### config.mk
export PLATFORM = sky130hd
export DESIGN_NAME = ysyx_22040386_mdu_flat
export DESIGN_NICKNAME = d
export VERILOG_FILES = /design/src/rtl/ysyx_22040386_mdu_if.sv /design/src/rtl/ysyx_22040386_mdu.sv /design/src/flat_wrapper.sv
export SDC_FILE = /design/constraint.sdc
export NUM_CORES = 2
export LEC_CHECK = 0
export BUFFER_PORTS_ARGS = -buffer_cell sky130_fd_sc_hd__buf_4
export CORE_MARGIN = 2
export CORE_UTILIZATION = 52
export CTS_CLUSTER_DIAMETER = 60
export DETAILED_ROUTE_END_ITERATION = 10
export PLACE_DENSITY = 0.78
export SETUP_SLACK_MARGIN = 0.2
export SYNTH_ARGS = -nofsm -noshare
export SYNTH_HDL_FRONTEND = slang
export SYNTH_SLANG_ARGS = --single-unit
### constraint.sdc
create_clock -name clk -period 23.8 [get_ports clk]
set_input_delay 0 -clock clk [delete_from_list [all_inputs] [get_ports clk]]
set_output_delay 0 -clock clk [all_outputs]
set_load 0.05 [all_outputs]
### src/rtl/ysyx_22040386_mdu_if.sv
// ysyx_22040386_mdu_if
// Request/response bundle between the EX stage and the iterative multiply/divide unit.
//   in_valid/in_ready   : request handshake (ALUctr, is_word, src1, src2 travel with it)
//   out_valid/out_ready : response handshake (result travels with it)
//   busy                : unit is not idle
// The master modport is the EX stage; the slave modport is the MDU.
interface ysyx_22040386_mdu_if;
    logic        in_valid;
    logic        in_ready;
    logic [5:0]  ALUctr;
    logic        is_word;
    logic [63:0] src1;
    logic [63:0] src2;
    logic        out_valid;
    logic        out_ready;
    logic [63:0] result;
    logic        busy;

    modport master (
        output in_valid, ALUctr, is_word, src1, src2, out_ready,
        input  in_ready, out_valid, result, busy
    );

    modport slave (
        input  in_valid, ALUctr, is_word, src1, src2, out_ready,
        output in_ready, out_valid, result, busy
    );
endinterface

### src/rtl/ysyx_22040386_mdu.sv
// ysyx_22040386_mdu
// Bit-serial multiply / restoring divide unit for the RV64 M subset
// (mul, div, divu, rem, remu and their *W forms).
// Ports:
//   clk : rising-edge clock
//   rst : synchronous active-high reset; discards any in-flight operation
//   bus : slave side of ysyx_22040386_mdu_if (request in, result out, busy)
// One iteration per cycle: 64 for full-width ops, 32 for word ops.
// Divide-by-zero and unsupported codes skip the iterations.
module ysyx_22040386_mdu (
    input logic                    clk,
    input logic                    rst,
    ysyx_22040386_mdu_if.slave     bus
);
    localparam logic [5:0] OP_MUL  = 6'b01_1000;
    localparam logic [5:0] OP_DIV  = 6'b01_1001;
    localparam logic [5:0] OP_DIVU = 6'b00_1001;
    localparam logic [5:0] OP_REM  = 6'b01_1100;
    localparam logic [5:0] OP_REMU = 6'b00_1100;

    typedef enum logic [1:0] {IDLE, BUSY, FINISH, DONE} state_t;
    state_t state, state_n;

    logic [6:0]  cnt;
    logic [63:0] result_q;

    // Shared datapath registers:
    //   acc : product accumulator / partial remainder
    //   quo : multiplier / dividend shifting into quotient
    //   opb : multiplicand / divisor magnitude
    logic [63:0] acc, quo, opb;
    logic        op_mul, op_rem, op_word, op_bad, op_zero, neg_q, neg_r;

    function automatic logic [63:0] sext_w(input logic [31:0] x);
        return {{32{x[31]}}, x};
    endfunction

    function automatic logic [63:0] neg_if(input logic [63:0] x, input logic n);
        return n ? (~x + 64'd1) : x;
    endfunction

    // Request decode, evaluated against the live bus while idle.
    logic               req_mul, req_div, req_signed, req_rem;
    logic signed [63:0] a_ext, b_ext;
    logic               a_neg, b_neg, b_zero, accept, short_op;
    logic [63:0]        a_mag, b_mag;

    always_comb begin
        req_mul    = 1'b0;
        req_div    = 1'b0;
        req_signed = 1'b0;
        req_rem    = 1'b0;
        case (bus.ALUctr)
            OP_MUL:  req_mul = 1'b1;
            OP_DIV:  begin req_div = 1'b1; req_signed = 1'b1; end
            OP_DIVU: req_div = 1'b1;
            OP_REM:  begin req_div = 1'b1; req_signed = 1'b1; req_rem = 1'b1; end
            OP_REMU: begin req_div = 1'b1; req_rem = 1'b1; end
            default: ;
        endcase
        if (bus.is_word) begin
            a_ext = req_signed ? signed'(sext_w(bus.src1[31:0])) : signed'({32'd0, bus.src1[31:0]});
            b_ext = req_signed ? signed'(sext_w(bus.src2[31:0])) : signed'({32'd0, bus.src2[31:0]});
        end else begin
            a_ext = signed'(bus.src1);
            b_ext = signed'(bus.src2);
        end
        a_neg    = req_signed & a_ext[63];
        b_neg    = req_signed & b_ext[63];
        a_mag    = neg_if(a_ext, a_neg);
        b_mag    = neg_if(b_ext, b_neg);
        b_zero   = (b_ext == 64'sd0);
        accept   = bus.in_valid & bus.in_ready;
        short_op = ~(req_mul | req_div) | (req_div & b_zero);
    end

    // One restoring-division step; the trial result is kept only when it is
    // non-negative, which also guarantees it fits back into 64 bits.
    logic [64:0] div_sh;
    logic [65:0] div_diff;
    logic        div_ok;

    always_comb begin
        div_sh   = {acc, quo[63]};
        div_diff = {1'b0, div_sh} - {2'b00, opb};
        div_ok   = (div_diff[65:64] == 2'b00);
    end

    // Final sign fix-up and word sign-extension applied in FINISH.
    logic [63:0] q_fix, r_fix, res_fix;

    always_comb begin
        q_fix   = op_zero ? quo : neg_if(quo, neg_q);
        r_fix   = op_zero ? acc : neg_if(acc, neg_r);
        res_fix = op_mul ? acc : (op_rem ? r_fix : q_fix);
        if (op_word) res_fix = sext_w(res_fix[31:0]);
        if (op_bad)  res_fix = 64'd0;
    end

    // State register
    always_ff @(posedge clk) begin
        if (rst) state <= IDLE;
        else     state <= state_n;
    end

    always_comb begin
        state_n = state;
        case (state)
            IDLE:    if (accept) state_n = short_op ? FINISH : BUSY;
            BUSY:    if (cnt == 7'd1) state_n = FINISH;
            FINISH:  state_n = DONE;
            DONE:    if (bus.out_ready) state_n = IDLE;
            default: state_n = IDLE;
        endcase
    end

    // Iteration counter and result register
    always_ff @(posedge clk) begin
        if (rst) begin
            cnt      <= 7'd0;
            result_q <= 64'd0;
        end else begin
            if (accept)              cnt <= short_op ? 7'd0 : (bus.is_word ? 7'd32 : 7'd64);
            else if (state == BUSY)  cnt <= cnt - 7'd1;
            if (state == FINISH)     result_q <= res_fix;
        end
    end

    // Operand latch and iteration datapath
    always_ff @(posedge clk) begin
        if (accept) begin
            op_mul  <= req_mul;
            op_rem  <= req_rem;
            op_word <= bus.is_word;
            op_bad  <= ~(req_mul | req_div);
            op_zero <= req_div & b_zero;
            neg_q   <= a_neg ^ b_neg;
            neg_r   <= a_neg;
            if (req_mul) begin
                acc <= 64'd0;
                opb <= a_ext;
                quo <= b_ext;
            end else if (b_zero) begin
                // Divide-by-zero: remainder is the dividend, quotient all ones.
                acc <= a_ext;
                opb <= 64'd0;
                quo <= '1;
            end else begin
                acc <= 64'd0;
                opb <= b_mag;
                // Word dividends start at the top so 32 shifts consume them.
                quo <= bus.is_word ? {a_mag[31:0], 32'd0} : a_mag;
            end
        end else if (state == BUSY) begin
            if (op_mul) begin
                if (quo[0]) acc <= acc + opb;
                opb <= opb << 1;
                quo <= quo >> 1;
            end else begin
                acc <= div_ok ? div_diff[63:0] : div_sh[63:0];
                quo <= {quo[62:0], div_ok};
            end
        end
    end

    assign bus.in_ready  = (state == IDLE) & ~rst;
    assign bus.out_valid = (state == DONE);
    assign bus.result    = result_q;
    assign bus.busy      = (state != IDLE);
endmodule

### src/flat_wrapper.sv
// flat-port wrapper written by rule: the top's interface ports become plain ports
module ysyx_22040386_mdu_flat 
  (clk, rst, bus_in_valid, bus_ALUctr, bus_is_word, bus_src1, bus_src2, bus_out_ready, bus_in_ready, bus_out_valid, bus_result, bus_busy);
  ysyx_22040386_mdu_if bus_i ();
  input logic clk;
  input logic rst;
  input wire logic [$bits(bus_i.in_valid)-1:0] bus_in_valid;
  input wire logic [$bits(bus_i.ALUctr)-1:0] bus_ALUctr;
  input wire logic [$bits(bus_i.is_word)-1:0] bus_is_word;
  input wire logic [$bits(bus_i.src1)-1:0] bus_src1;
  input wire logic [$bits(bus_i.src2)-1:0] bus_src2;
  input wire logic [$bits(bus_i.out_ready)-1:0] bus_out_ready;
  output wire logic [$bits(bus_i.in_ready)-1:0] bus_in_ready;
  output wire logic [$bits(bus_i.out_valid)-1:0] bus_out_valid;
  output wire logic [$bits(bus_i.result)-1:0] bus_result;
  output wire logic [$bits(bus_i.busy)-1:0] bus_busy;
  assign bus_i.in_valid = bus_in_valid;
  assign bus_i.ALUctr = bus_ALUctr;
  assign bus_i.is_word = bus_is_word;
  assign bus_i.src1 = bus_src1;
  assign bus_i.src2 = bus_src2;
  assign bus_i.out_ready = bus_out_ready;
  assign bus_in_ready = bus_i.in_ready;
  assign bus_out_valid = bus_i.out_valid;
  assign bus_result = bus_i.result;
  assign bus_busy = bus_i.busy;
  ysyx_22040386_mdu u_core (.clk(clk), .rst(rst), .bus(bus_i));
endmodule
==> impl_metrics.json <==
{
  "clock_latency_ns": 0.58,
  "cts_setup_buffers": 0,
  "path_clk_slew_ns": 0.06,
  "mostFrequentLayoutCells": "a21oi_1, nand2_1, o21ai_0",
  "cap_viol_max_count": 1,
  "crit_path_start_kind": "register",
  "synth_cell_type_count": 105,
  "end_kind": "register",
  "async_flop_share_pct": 0,
  "hpwlAfterDp_um": 96300,
  "power.leakage_nw": 12.4,
  "die-area_um2": 57600,
  "grt_overflow": 0,
  "io-pin-count": 206,
  "fill_cells": 5125,
  "cts_tree": "yes",
  "critPathBufInv": 1,
  "required_ns": 24.12,
  "wl_per_cell_um": 27.2,
  "ff_latch_area_um2": 7440,
  "clock_skew_ns": 0.0343,
  "syn_to_final_growth_pct": 13.9,
  "synthesis.nets": 4107,
  "routed_wl_um": 128000,
  "grt.total_usage_pct": 43.2,
  "worstMarginPinSlew_ns": 1.52,
  "coreArea_um2": 55100,
  "ys_ff_latch": 272,
  "vdd_drop_max_uv": 138,
  "grt_max_degree": 141,
  "multi_input_area_um2": 20100,
  "hold_ws_ns": 0.0564,
  "cts-root-buf": "clkbuf_16",
  "htreeDepth": 2,
  "outcome": "finished with violations",
  "drc": 0,
  "final_max_slew_viol_count": 13,
  "path_cells": "ha_1 -> a21oi_1 -> o211ai_1 -> o21ai_0 -> a2111oi_0 -> nor3_1 -> o21ai_1 -> a31oi_1 -> or2_2 -> buf_4 -> mux2_2 -> a221o_1",
  "rows": 86,
  "rsz0062_at_grt": "no",
  "grt_pass1_vias": 28700,
  "finalCritPeriodShare_pct": 23.9,
  "netlist_area_um2": 29000,
  "path_delay_family": "compound AO/OA/AOI/OAI gates",
  "setup_viol": 0,
  "power_density_nw_per_um2": 136,
  "start_util_pct": 52.6,
  "grt_pass1_wl_um": 187000,
  "cp.arrival_ns": 6.00,
  "path_class": "reg -> reg",
  "layout_min_cycle_time_ns": 5.68,
  "setup_tns_ns": 0,
  "drt-initial-drc-count": 5883,
  "violations": "max-capacitance violations, max-slew violations",
  "nets": 4220,
  "cts.sinks": 272,
  "synth_ff_type": "edfxtp_1",
  "syn_area_per_cell_um2": 7.57,
  "critical-path-max-stage-delay_ns": 0.78,
  "synth_cells": 3828,
  "via_per_inst": 6.94,
  "firstDrtPassIters": 8,
  "critPathSlowestCell": "nor3_1",
  "ys_seq_area_share_pct": 25.7,
  "cts_made_buffers": 38,
  "hold_path.class": "in -> reg",
  "layout_commonest_cell": "a21oi_1",
  "vias": 32800,
  "antenna_found_initial": 7,
  "finalHoldViolCount": 0,
  "place_congestion": 1.04,
  "port_buffers": 205,
  "relSlewSlack_pct": -1.46,
  "critPathMaxFanout": 79,
  "detail-route-antenna-nets": 0,
  "die_width_um": 240,
  "die_h_um": 240,
  "fmax_mhz": 176,
  "yosys_warnings": 0,
  "clockBufferDepth": 3,
  "drive_above_1_share_pct": 9.80,
  "synth-edff-count": 199
}
[stage by stage]
step	cells	area [um^2]	worst slack [ns]	power, mW	util (%)
after floorplan	3828	29000	14.94	2.89	-
after global placement	4561	30800	18.57	3.72	55.9
after detailed placement	4561	30800	18.41	3.71	55.9
after CTS	4717	33000	18.42	4.34	59.9
after global routing	4717	33000	17.89	4.71	59.9
final	4720	33000	18.12	4.50	59.9
[routing by layer]
metal | vias up | global-route usage, % | part of all wire [%]
li1 | 14600 | - | -
met1 | 15300 | 63.2 | 41
met2 | 2626 | 56.9 | 38
met3 | 319 | 16.3 | 17
met4 | 4 | 14.9 | 4.0
met5 | - | 0 | 0.023
[power breakdown]
part	total, mW	internal [mW]	switching (mW)
combinational	2.87	1.03	1.84
clock	0.599	0.359	0.240
sequential	1.03	0.760	0.271
[worst reg2reg max path, stage by stage, from the launching register on]
cell and delay [ns]:
edfxtp_1 0.55, ha_1 0.42, a21oi_1 0.27, o211ai_1 0.21, o21ai_0 0.51, a2111oi_0 0.26, nor3_1 0.78, o21ai_1 0.26
a31oi_1 0.27, or2_2 0.31, buf_4 0.77, mux2_2 0.48, a221o_1 0.35
[synth_stat cells, drive strengths merged (8+ instances only)]
library cell / number / area, um^2
o211ai: 103 / 773
nand2: 403 / 1510
a2111oi: 8 / 70.1
or2: 22 / 143
nor3: 94 / 470
clkbuf: 222 / 850
and4: 9 / 78.8
mux2: 9 / 101
o22a: 25 / 219
a211o: 14 / 124
o32ai: 9 / 78.8
nand4: 36 / 225
ha: 138 / 1730
nor2b: 30 / 188
o31ai: 43 / 347
edfxtp: 199 / 5980
and3: 13 / 81.3
nor3b: 10 / 75.1
o22ai: 25 / 156
a22oi: 44 / 330
xnor2: 176 / 1540
nor2: 313 / 1180
a21oi: 500 / 2500
or3: 38 / 253
inv: 124 / 465
a211oi: 35 / 263
o21ai: 368 / 1850
nor4: 37 / 244
a21o: 55 / 413
a31oi: 47 / 294
and2: 18 / 113
o21bai: 27 / 203
mux2i: 74 / 741
o21a: 13 / 97.6
o41ai: 28 / 272
a221oi: 18 / 158
o221ai: 49 / 429
dfxtp: 73 / 1460
a221o: 10 / 100
xor2: 122 / 1070
buf: 40 / 199
or4: 24 / 195
nand3: 50 / 263
nand2b: 38 / 238
[final cells by class]
type | count | share of cell area [%]
well taps | 748 | 2.84
inverters | 126 | 1.44
clock buffers | 47 | 3.28
multi-input cells | 3167 | 60.8
clock inverters | 21 | 0.660
diodes | 3 | 0.0228
flip-flops and latches | 272 | 22.5
repair buffers | 336 | 8.39
[what timing repair did]
action                                 CTS  global route
hold buffers                            88             0
gates resized for setup                  0             0
endpoints found under the hold margin  136             0
[registers in the layout, indices dropped and copies added (netlist names)]
register	count
u_core.opb	64
u_core.op_word	1
u_core.bus.result	64
u_core.op_zero	1
u_core.state	2
u_core.neg_q	1
u_core.neg_r	1
u_core.op_rem	1
u_core.quo	64
u_core.op_bad	1
u_core.cnt	7
u_core.acc	64
u_core.op_mul	1
[cell families (layout without fill, tap and decap cells)]
group                      Yosys count  after routing  share of synthesized area, %
AOI/OAI and AO/OA                 1487           1487                          32.0
xor gates and xnor gates           298            298                          9.01
adders and majority gates          140            140                          6.10
buffers and inverters              389            530                          5.28
DFF                                272            272                          25.7
muxes                               83             83                          2.91
other                                0              3                             0
and+or+nand+nor                   1159           1159                          19.0
[final timing paths]
path,from,endpoint,slack (ns),cells past startpoint
worst min-delay path,bus_src1[59],u_core.quo[59],0.06,4
worst max-delay path,u_core.acc[6],u_core.acc[46],18.12,12
worst min register to register,u_core.bus.result[50],u_core.bus.result[50],0.45,2
worst max register to register,u_core.acc[6],u_core.acc[46],18.12,12
(Power assumes the default switching activity.)
